**config.mk**
```make
export PLATFORM = sky130hd
export DESIGN_NAME = writeback_unit
export DESIGN_NICKNAME = d
export VERILOG_FILES = /design/src/rtl/writeback_unit.sv
export SDC_FILE = /design/constraint.sdc
export NUM_CORES = 1
export LEC_CHECK = 0
export BUFFER_PORTS_ARGS = -buffer_cell sky130_fd_sc_hd__buf_2
export CAP_MARGIN = 15
export CORE_MARGIN = 4
export CORE_UTILIZATION = 47
export CTS_BUF_LIST = sky130_fd_sc_hd__clkbuf_4 sky130_fd_sc_hd__clkbuf_8
export CTS_CLUSTER_SIZE = 8
export DETAILED_ROUTE_END_ITERATION = 10
export PLACE_DENSITY_LB_ADDON = 0.1
export SLEW_MARGIN = 0
export SYNTH_ARGS = -nofsm -noshare
export SYNTH_HDL_FRONTEND = slang
export SYNTH_SLANG_ARGS = --single-unit
```
**constraint.sdc**
```tcl
create_clock -name clock -period 1.95 [get_ports clock]
set_input_delay 0.39 -clock clock [delete_from_list [all_inputs] [get_ports clock]]
set_output_delay 0.39 -clock clock [all_outputs]
set_load 0.01 [all_outputs]
```
**src/rtl/writeback_unit.sv**
```systemverilog
// Register-file write-side master: registers ALU results, waits for and aligns load data, pulses rwe.
// Optional operand forwarding from the write port is enabled with `define WB_BYPASS_EN.
//
// state     | meaning
// ----------+-----------------------------------------------------------
// IDLE      | ready for a new instruction; ALU results are written from here
// LOAD_WAIT | load accepted, waiting for mem_rsp_valid or timeout
// LOAD_DONE | cycle of the load write pulse; upstream still stalled
module writeback_unit #(
    parameter int unsigned TIMEOUT_CYCLES = 64
) (
    input  logic        clock,
    input  logic        reset_n,
    input  logic        in_valid,
    output logic        in_ready,
    input  logic [0:4]  in_rd,
    input  logic [0:31] in_result,
    input  logic        in_load,
    input  logic [0:1]  in_ldsize,
    input  logic        in_ldsigned,
    input  logic        mem_rsp_valid,
    input  logic [0:31] mem_rsp_data,
    output logic [0:4]  rdOut,
    output logic [0:31] writeBackData,
    output logic        rwe,
    output logic        err
`ifdef WB_BYPASS_EN
    ,
    input  logic [0:4]  rsIn,
    input  logic [0:4]  rtIn,
    output logic [0:31] rsFwd,
    output logic [0:31] rtFwd,
    output logic        rsFwdHit,
    output logic        rtFwdHit
`endif
);

    localparam int CW = (TIMEOUT_CYCLES > 1) ? $clog2(TIMEOUT_CYCLES) : 1;
    localparam logic [CW-1:0] CNT_LAST = CW'(TIMEOUT_CYCLES - 1);

    typedef enum logic [1:0] {
        IDLE      = 2'd0,
        LOAD_WAIT = 2'd1,
        LOAD_DONE = 2'd2
    } state_t;

    state_t        state;
    logic [CW-1:0] cnt;
    logic [0:4]    ld_rd;
    logic [0:1]    ld_size;
    logic          ld_signed;
    logic [0:1]    ld_lane;
    logic          ld_bad;

    logic          bad_access;
    logic [0:7]    lane_byte;
    logic [0:15]   lane_half;
    logic [0:31]   load_ext;

    assign in_ready = (state == IDLE);

    // Reserved size or an address not aligned to the access size.
    assign bad_access = (in_ldsize == 2'b11)
                      | ((in_ldsize == 2'b01) & in_result[31])
                      | ((in_ldsize == 2'b10) & (in_result[30:31] != 2'b00));

    always_comb begin
        lane_byte = mem_rsp_data[0:7];
        case (ld_lane)
            2'b00:   lane_byte = mem_rsp_data[0:7];
            2'b01:   lane_byte = mem_rsp_data[8:15];
            2'b10:   lane_byte = mem_rsp_data[16:23];
            default: lane_byte = mem_rsp_data[24:31];
        endcase
        lane_half = ld_lane[0] ? mem_rsp_data[16:31] : mem_rsp_data[0:15];
        load_ext  = mem_rsp_data;
        case (ld_size)
            2'b00:   load_ext = {{24{ld_signed & lane_byte[0]}}, lane_byte};
            2'b01:   load_ext = {{16{ld_signed & lane_half[0]}}, lane_half};
            default: load_ext = mem_rsp_data;
        endcase
    end

    always_ff @(posedge clock or negedge reset_n) begin
        if (!reset_n) begin
            state         <= IDLE;
            cnt           <= '0;
            ld_rd         <= '0;
            ld_size       <= '0;
            ld_signed     <= 1'b0;
            ld_lane       <= '0;
            ld_bad        <= 1'b0;
            rdOut         <= '0;
            writeBackData <= '0;
            rwe           <= 1'b0;
            err           <= 1'b0;
        end else begin
            rwe <= 1'b0;
            // A response is only meaningful while a load is outstanding.
            if (mem_rsp_valid && (state != LOAD_WAIT))
                err <= 1'b1;
            case (state)
                IDLE: begin
                    if (in_valid) begin
                        if (in_load) begin
                            ld_rd     <= in_rd;
                            ld_size   <= in_ldsize;
                            ld_signed <= in_ldsigned;
                            ld_lane   <= in_result[30:31];
                            ld_bad    <= bad_access;
                            cnt       <= '0;
                            state     <= LOAD_WAIT;
                            if (bad_access)
                                err <= 1'b1;
                        end else if (in_rd != 5'd0) begin
                            rdOut         <= in_rd;
                            writeBackData <= in_result;
                            rwe           <= 1'b1;
                        end
                    end
                end
                LOAD_WAIT: begin
                    if (mem_rsp_valid) begin
                        state <= LOAD_DONE;
                        if (!ld_bad && (ld_rd != 5'd0)) begin
                            rdOut         <= ld_rd;
                            writeBackData <= load_ext;
                            rwe           <= 1'b1;
                        end
                    end else if ((TIMEOUT_CYCLES != 0) && (cnt == CNT_LAST)) begin
                        err   <= 1'b1;
                        state <= IDLE;
                    end else begin
                        cnt <= cnt + CW'(1);
                    end
                end
                LOAD_DONE: state <= IDLE;
                default:   state <= IDLE;
            endcase
        end
    end

`ifdef WB_BYPASS_EN
    assign rsFwdHit = rwe & (rdOut == rsIn) & (rsIn != 5'd0);
    assign rtFwdHit = rwe & (rdOut == rtIn) & (rtIn != 5'd0);
    assign rsFwd    = rsFwdHit ? writeBackData : 32'd0;
    assign rtFwd    = rtFwdHit ? writeBackData : 32'd0;
`endif

endmodule

```
-- Yosys cells after proc, flatten, opt, wreduce, memory -nomap -nowiden
Cells that the tools add are included.
- register bits after elaboration: 58
- input bits: 77
- output and inout port bits: 40
- logic and storage cells: 88
- add/subtract/negate cells: 1
- equal/unequal tests: 18
- multiplexer cells: 38
- bitwise gates (word level): 6
- reduce and logical (&&, ||, !) cells: 14
- operator list (operator ; count):
    32-bit two-way mux ; 5
    32-bit case mux with 2 select lines ; 2
    5-bit two-way mux ; 5
    6-bit two-way mux ; 4
    8-bit case mux with 3 select lines ; 1
    16-bit two-way mux ; 1
    2-bit inequality test, second input constant ; 6
    6-bit case mux with 2 select lines ; 1
    1-bit two-way mux ; 11
    5-bit case mux with 2 select lines ; 1
    5-bit nonzero test ; 2
    2-bit by 1-bit equality test with 1-bit output, second input constant ; 4
    2-bit two-way mux ; 4
    6-bit by 1-bit adder with 6-bit output, second input constant ; 1
    2-bit equality test, second input constant ; 3
    6-bit equality test, second input constant ; 1
    2-bit zero test ; 3
    2-bit by 1-bit inequality test with 1-bit output, second input constant ; 3
    3-bit AND reduction ; 2
    6-bit AND reduction ; 1
    5-bit AND reduction ; 1
    1-bit bitwise AND ; 4
    1-bit case mux with 2 select lines ; 2
    2-bit case mux with 2 select lines ; 1
    5 further kinds ; 8

-- Depth between registers and ports, before layout
- depth after elaboration: 8
- depth in mapped cells: 9
- mapped depth without buffers: 6

-- Worst setup path after synthesis
OpenSTA, ideal clock, no wires.
- path kind: in2reg
- start point: input in_rd[4] (netlist bit)
- end point: register writeBackData[17] (netlist bit)
- setup time: 0.128 ns
- arrival time: 1.567 ns
- data required time: 1.822 ns
- path slack: 0.255 ns
- stages on the path: 8
- buffers on the path: 2
- cell sequence: or4_1 > o21ai_1 > o31a_1 > buf_6 > inv_4 > buf_6 > o21ai_0 > o21ai_1
- cells in the longest elaborated chain, start to end: 3
- RTL lines (item ; line ; text):
    start, declared ; 16 ; input logic [0:4] in_rd,
    5-bit nonzero test ; 115 ; end else if (in_rd != 5'd0) begin
    2-bit by 1-bit inequality test with 1-bit output (no source line) ; - ;
    6-bit AND reduction (no source line) ; - ;
    end signal, assigned ; 117 ; writeBackData <= in_result;
    end signal, assigned ; 127 ; writeBackData <= load_ext;
    end, declared ; 24 ; output logic [0:31] writeBackData,
No other way between the ends.
A chain may end at the register's enable or synchronous reset.

-- Worst setup path in the final report
- start point: register ld_size[1] (netlist bit)
- end point: register writeBackData[29] (netlist bit)
- cells in the longest elaborated chain, start to end: 5
- elaborated cells between the ends (all ways): 6
- those cells by class: eq/ne (1); mux (4); reduce/logical (1)
- RTL lines (item ; line ; text):
    start, declared ; 50 ; logic [0:1] ld_size;
    start signal, assigned ; 107 ; ld_size <= in_ldsize;
    2-bit by 1-bit equality test with 1-bit output / 2-bit zero test (equally long branches) ; 77 ; case (ld_size)
    32-bit case mux with 2 select lines (*) ; 77 ;
    32-bit two-way mux (*) ; 125 ; if (!ld_bad && (ld_rd != 5'd0)) begin
    32-bit two-way mux (*) ; 123 ; if (mem_rsp_valid) begin
    32-bit case mux with 2 select lines (*) ; 102 ; case (state)
Every way passes the cells marked *; elsewhere a longest branch is shown, timed or not. The select of a mux whose other input is x is not followed.

==> key figures <==
Global routing
  – Largest net degree at the start of global routing: 43
  – Tot GR Track Use: 23.0%
  – Remaining Overflow, GRT: 0
  – Initial antenna violation count: 0
  – Vias in the first global route: 2,842
  – Global-route wire length before repair: 14,000 um

Detailed routing
  – First drt pass iteration count: 4
  – Routed WL: 9030 um
  – Via Count: 3,084
  – Final ANT Viol Nets: 0
  – Routed WL per cell: 16.4 um
  – Initial DRC count: 183
  – Via density: 5.61
  – Post-route DRC violation count: 0

Critical path
  – Worst r2r path cells: 4
  – Reg2Reg Launch Point: ld_size[1]
  – Crit Path Class: flop to flop
  – Crit path launch: ld_size[1]
  – Crit path max fanout: 8
  – CP Data Required Time: 2140 ps
  – Setup crit start kind: flop
  – Reg2reg setup slack: 80 ps
  – Crit. End Element: flop
  – Reg2reg end: writeBackData[29]
  – Crit path DAT: 2060 ps

Floorplanning
  – Core area: 6350 um2
  – Die area: 7940 um2
  – # rows: 29
  – Ports: 117
  – Die W: 89.1 um
  – Die Ht: 89.1 um
  – Initial core utilization: 48.7%

Run
  – Max_cap viols: 0

Pwr
  – Switching Share: 37.0%
  – Maximum VDD drop: 0.615 mV
  – Logic pwr share: 37.0%
  – Internal power: 3.01 mW
  – Seq pwr share: 39.2%
  – Leak: 1.94 nW
  – Power Density: 1220 nW/um2
  – Final Power: 4.78 mW
  – Psw: 1.77 mW
  – Clock share of power: 23.8%

Logic synthesis
  – Commonest cells post-synth: nand2_1, dfrtp_1, o21ai_0
  – Syn nets: 433
  – Post-synthesis cell count: 355
  – Synth area leader: dfrtp_1
  – Number of enable flip-flop cells after synthesis: 0
  – Synth top area share: 47.0%
  – Share of flip-flops with an asynchronous set or reset: 100%
  – Count leader, synth: nand2_1
  – Post-Synthesis Cell Area: 3090 um2
  – Mean post-synth cell area: 8.71 um2
  – Synth top area cells: dfrtp_1, nand2_1, o21ai_0
  – Synthesized flop and latch total: 58
  – Top FF cell, synth: dfrtp_1
  – Post-synthesis sequential area ratio: 47.0%
  – Synthesis Warnings: 0
  – Cell variety after synth: 42

Place
  – Dpl hpwl: 6660 um
  – Routability Congestion: 0.857
  – Number of port buffers: 116
  – Placed cells: 534

Clock tree
  – Skew-Pair Late Insertion Delay: 330 ps
  – Htree depth: 3
  – CTS root buf: clkbuf_8
  – CTS tree: done
  – Clock transition at the registers of the reported paths: 70 ps
  – CTS Buf Count: 9
  – Maximum clock path buffer count: 2
  – Sink Count: 58
  – CTS Hold Bufs: 0

STA
  – Crit share post-route: 95.7%
  – Slew @ Worst Pin: 565 ps
  – RSZ-0062 raised after global routing: false
  – Highest Clock Rate: 536 MHz
  – Final hold slack: 48.1 ps
  – Fin crit period: 1870 ps
  – Worst Skew: 5.37 ps
  – Max transition margin: 62.3%
  – Fin. max-slew vios: 0
  – Count of final hold-check violations: 0
  – Setup TNS Final: 0 ps
  – Final setup viols: 0

Layout
  – Final Non-Filler Cells: 550
  – Layout cells sized above 1: 32.3%
  – Filler cells: 579
  – # nets final: 546
  – N_diodes: 0
  – Post-layout util: 61.7%
  – Layout area overhead: 26.7%

Worst hold path
  – Hold Crit Class: input pin to asynchronous set/reset pin

Outcome
  – Run status: finished, final reports clean
[state kept, by name (all words and copies together), names as in the netlist]
signal / count
err: 1
state: 2
writeBackData: 32
rwe: 1
ld_size: 2
rdOut: 5
ld_rd: 5
ld_signed: 1
ld_bad: 1
cnt: 6
ld_lane: 2
[stage by stage]
stage | instance area [um2] | setup slack (ps)
after floorplan | 3090 | 255
after global placement | 3710 | 8.63
after detailed placement | 3710 | -21.2
after CTS | 3910 | 111
after global routing | 3920 | 7.79
final | 3920 | 83.1
[power by group through the flow]
stage	clock, mW	sequential [mW]	combinational [mW]
after floorplan	0	2.02	0.953
after global placement	0	1.89	1.74
after detailed placement	0	1.90	1.77
after CTS	1.15	1.87	1.77
after global routing	1.21	1.93	1.98
final	1.14	1.87	1.76
[layout by cell type (no fill, tap or decap), drive strengths merged, types with 4 or more instances in the layout]
cell type  Yosys  routed
buf           16     129
nand2         77      77
o21ai         71      71
dfrtp         58      58
a21oi         26      26
nor2          14      14
a221oi        13      13
clkbuf        11      11
mux2i          8       8
a22o           8       8
inv            7       7
nand3          5       5
a31oi          5       5
a211oi         4       4
[critical path, cell delays in order (launching register included)]
cell	delay, ps
dfrtp_1	460
or2_2	370
a21o_1	270
a221oi_1	460
o21ai_0	170
[kinds of logic (layout without fill, tap and decap cells)]
logic type,Yosys count,in the layout,share of synthesized area (%)
xor gates and xnor gates,2,2,0.567
muxes,8,8,2.59
DFF,58,58,47.0
adders and majority gates,1,1,0.405
buffers and inverters,34,152,6.52
AOI/OAI and AO/OA,138,138,27.1
and+or+nand+nor,114,114,15.8
[worst max path at each step]
stage / end / cells after the start
2_1_floorplan: writeBackData[17] / 8
3_3_place_gp: writeBackData[30] / 7
3_5_place_dp: writeBackData[29] / 7
4_1_cts: writeBackData[22] / 5
5_1_grt: writeBackData[20] / 6
6_report: writeBackData[29] / 4
[what timing repair did]
action / CTS / global route
buffers inserted: 0 / 0
resized for setup: 0 / 2
endpoints found under the setup margin: 0 / 7
[routing by layer]
| layer | part of all wire [%] | global-route usage, % |
|---|---|---|
| met4 | 2.7 | 11.0 |
| met1 | 43 | 31.0 |
| met5 | 0 | 0 |
| met2 | 46 | 35.9 |
| met3 | 8.1 | 4.24 |
[layout make-up]
type,instances,area (um2),area share [%]
inverter,7,28.8,0.735
sequential,58,1450,37.1
clock inverter,5,52.6,1.34
tap,77,96.3,2.46
clock buffer,11,151,3.87
timing repair buffer,129,691,17.6
multi-input combinational,263,1440,36.9
Power figures use the tool's default switching activity.
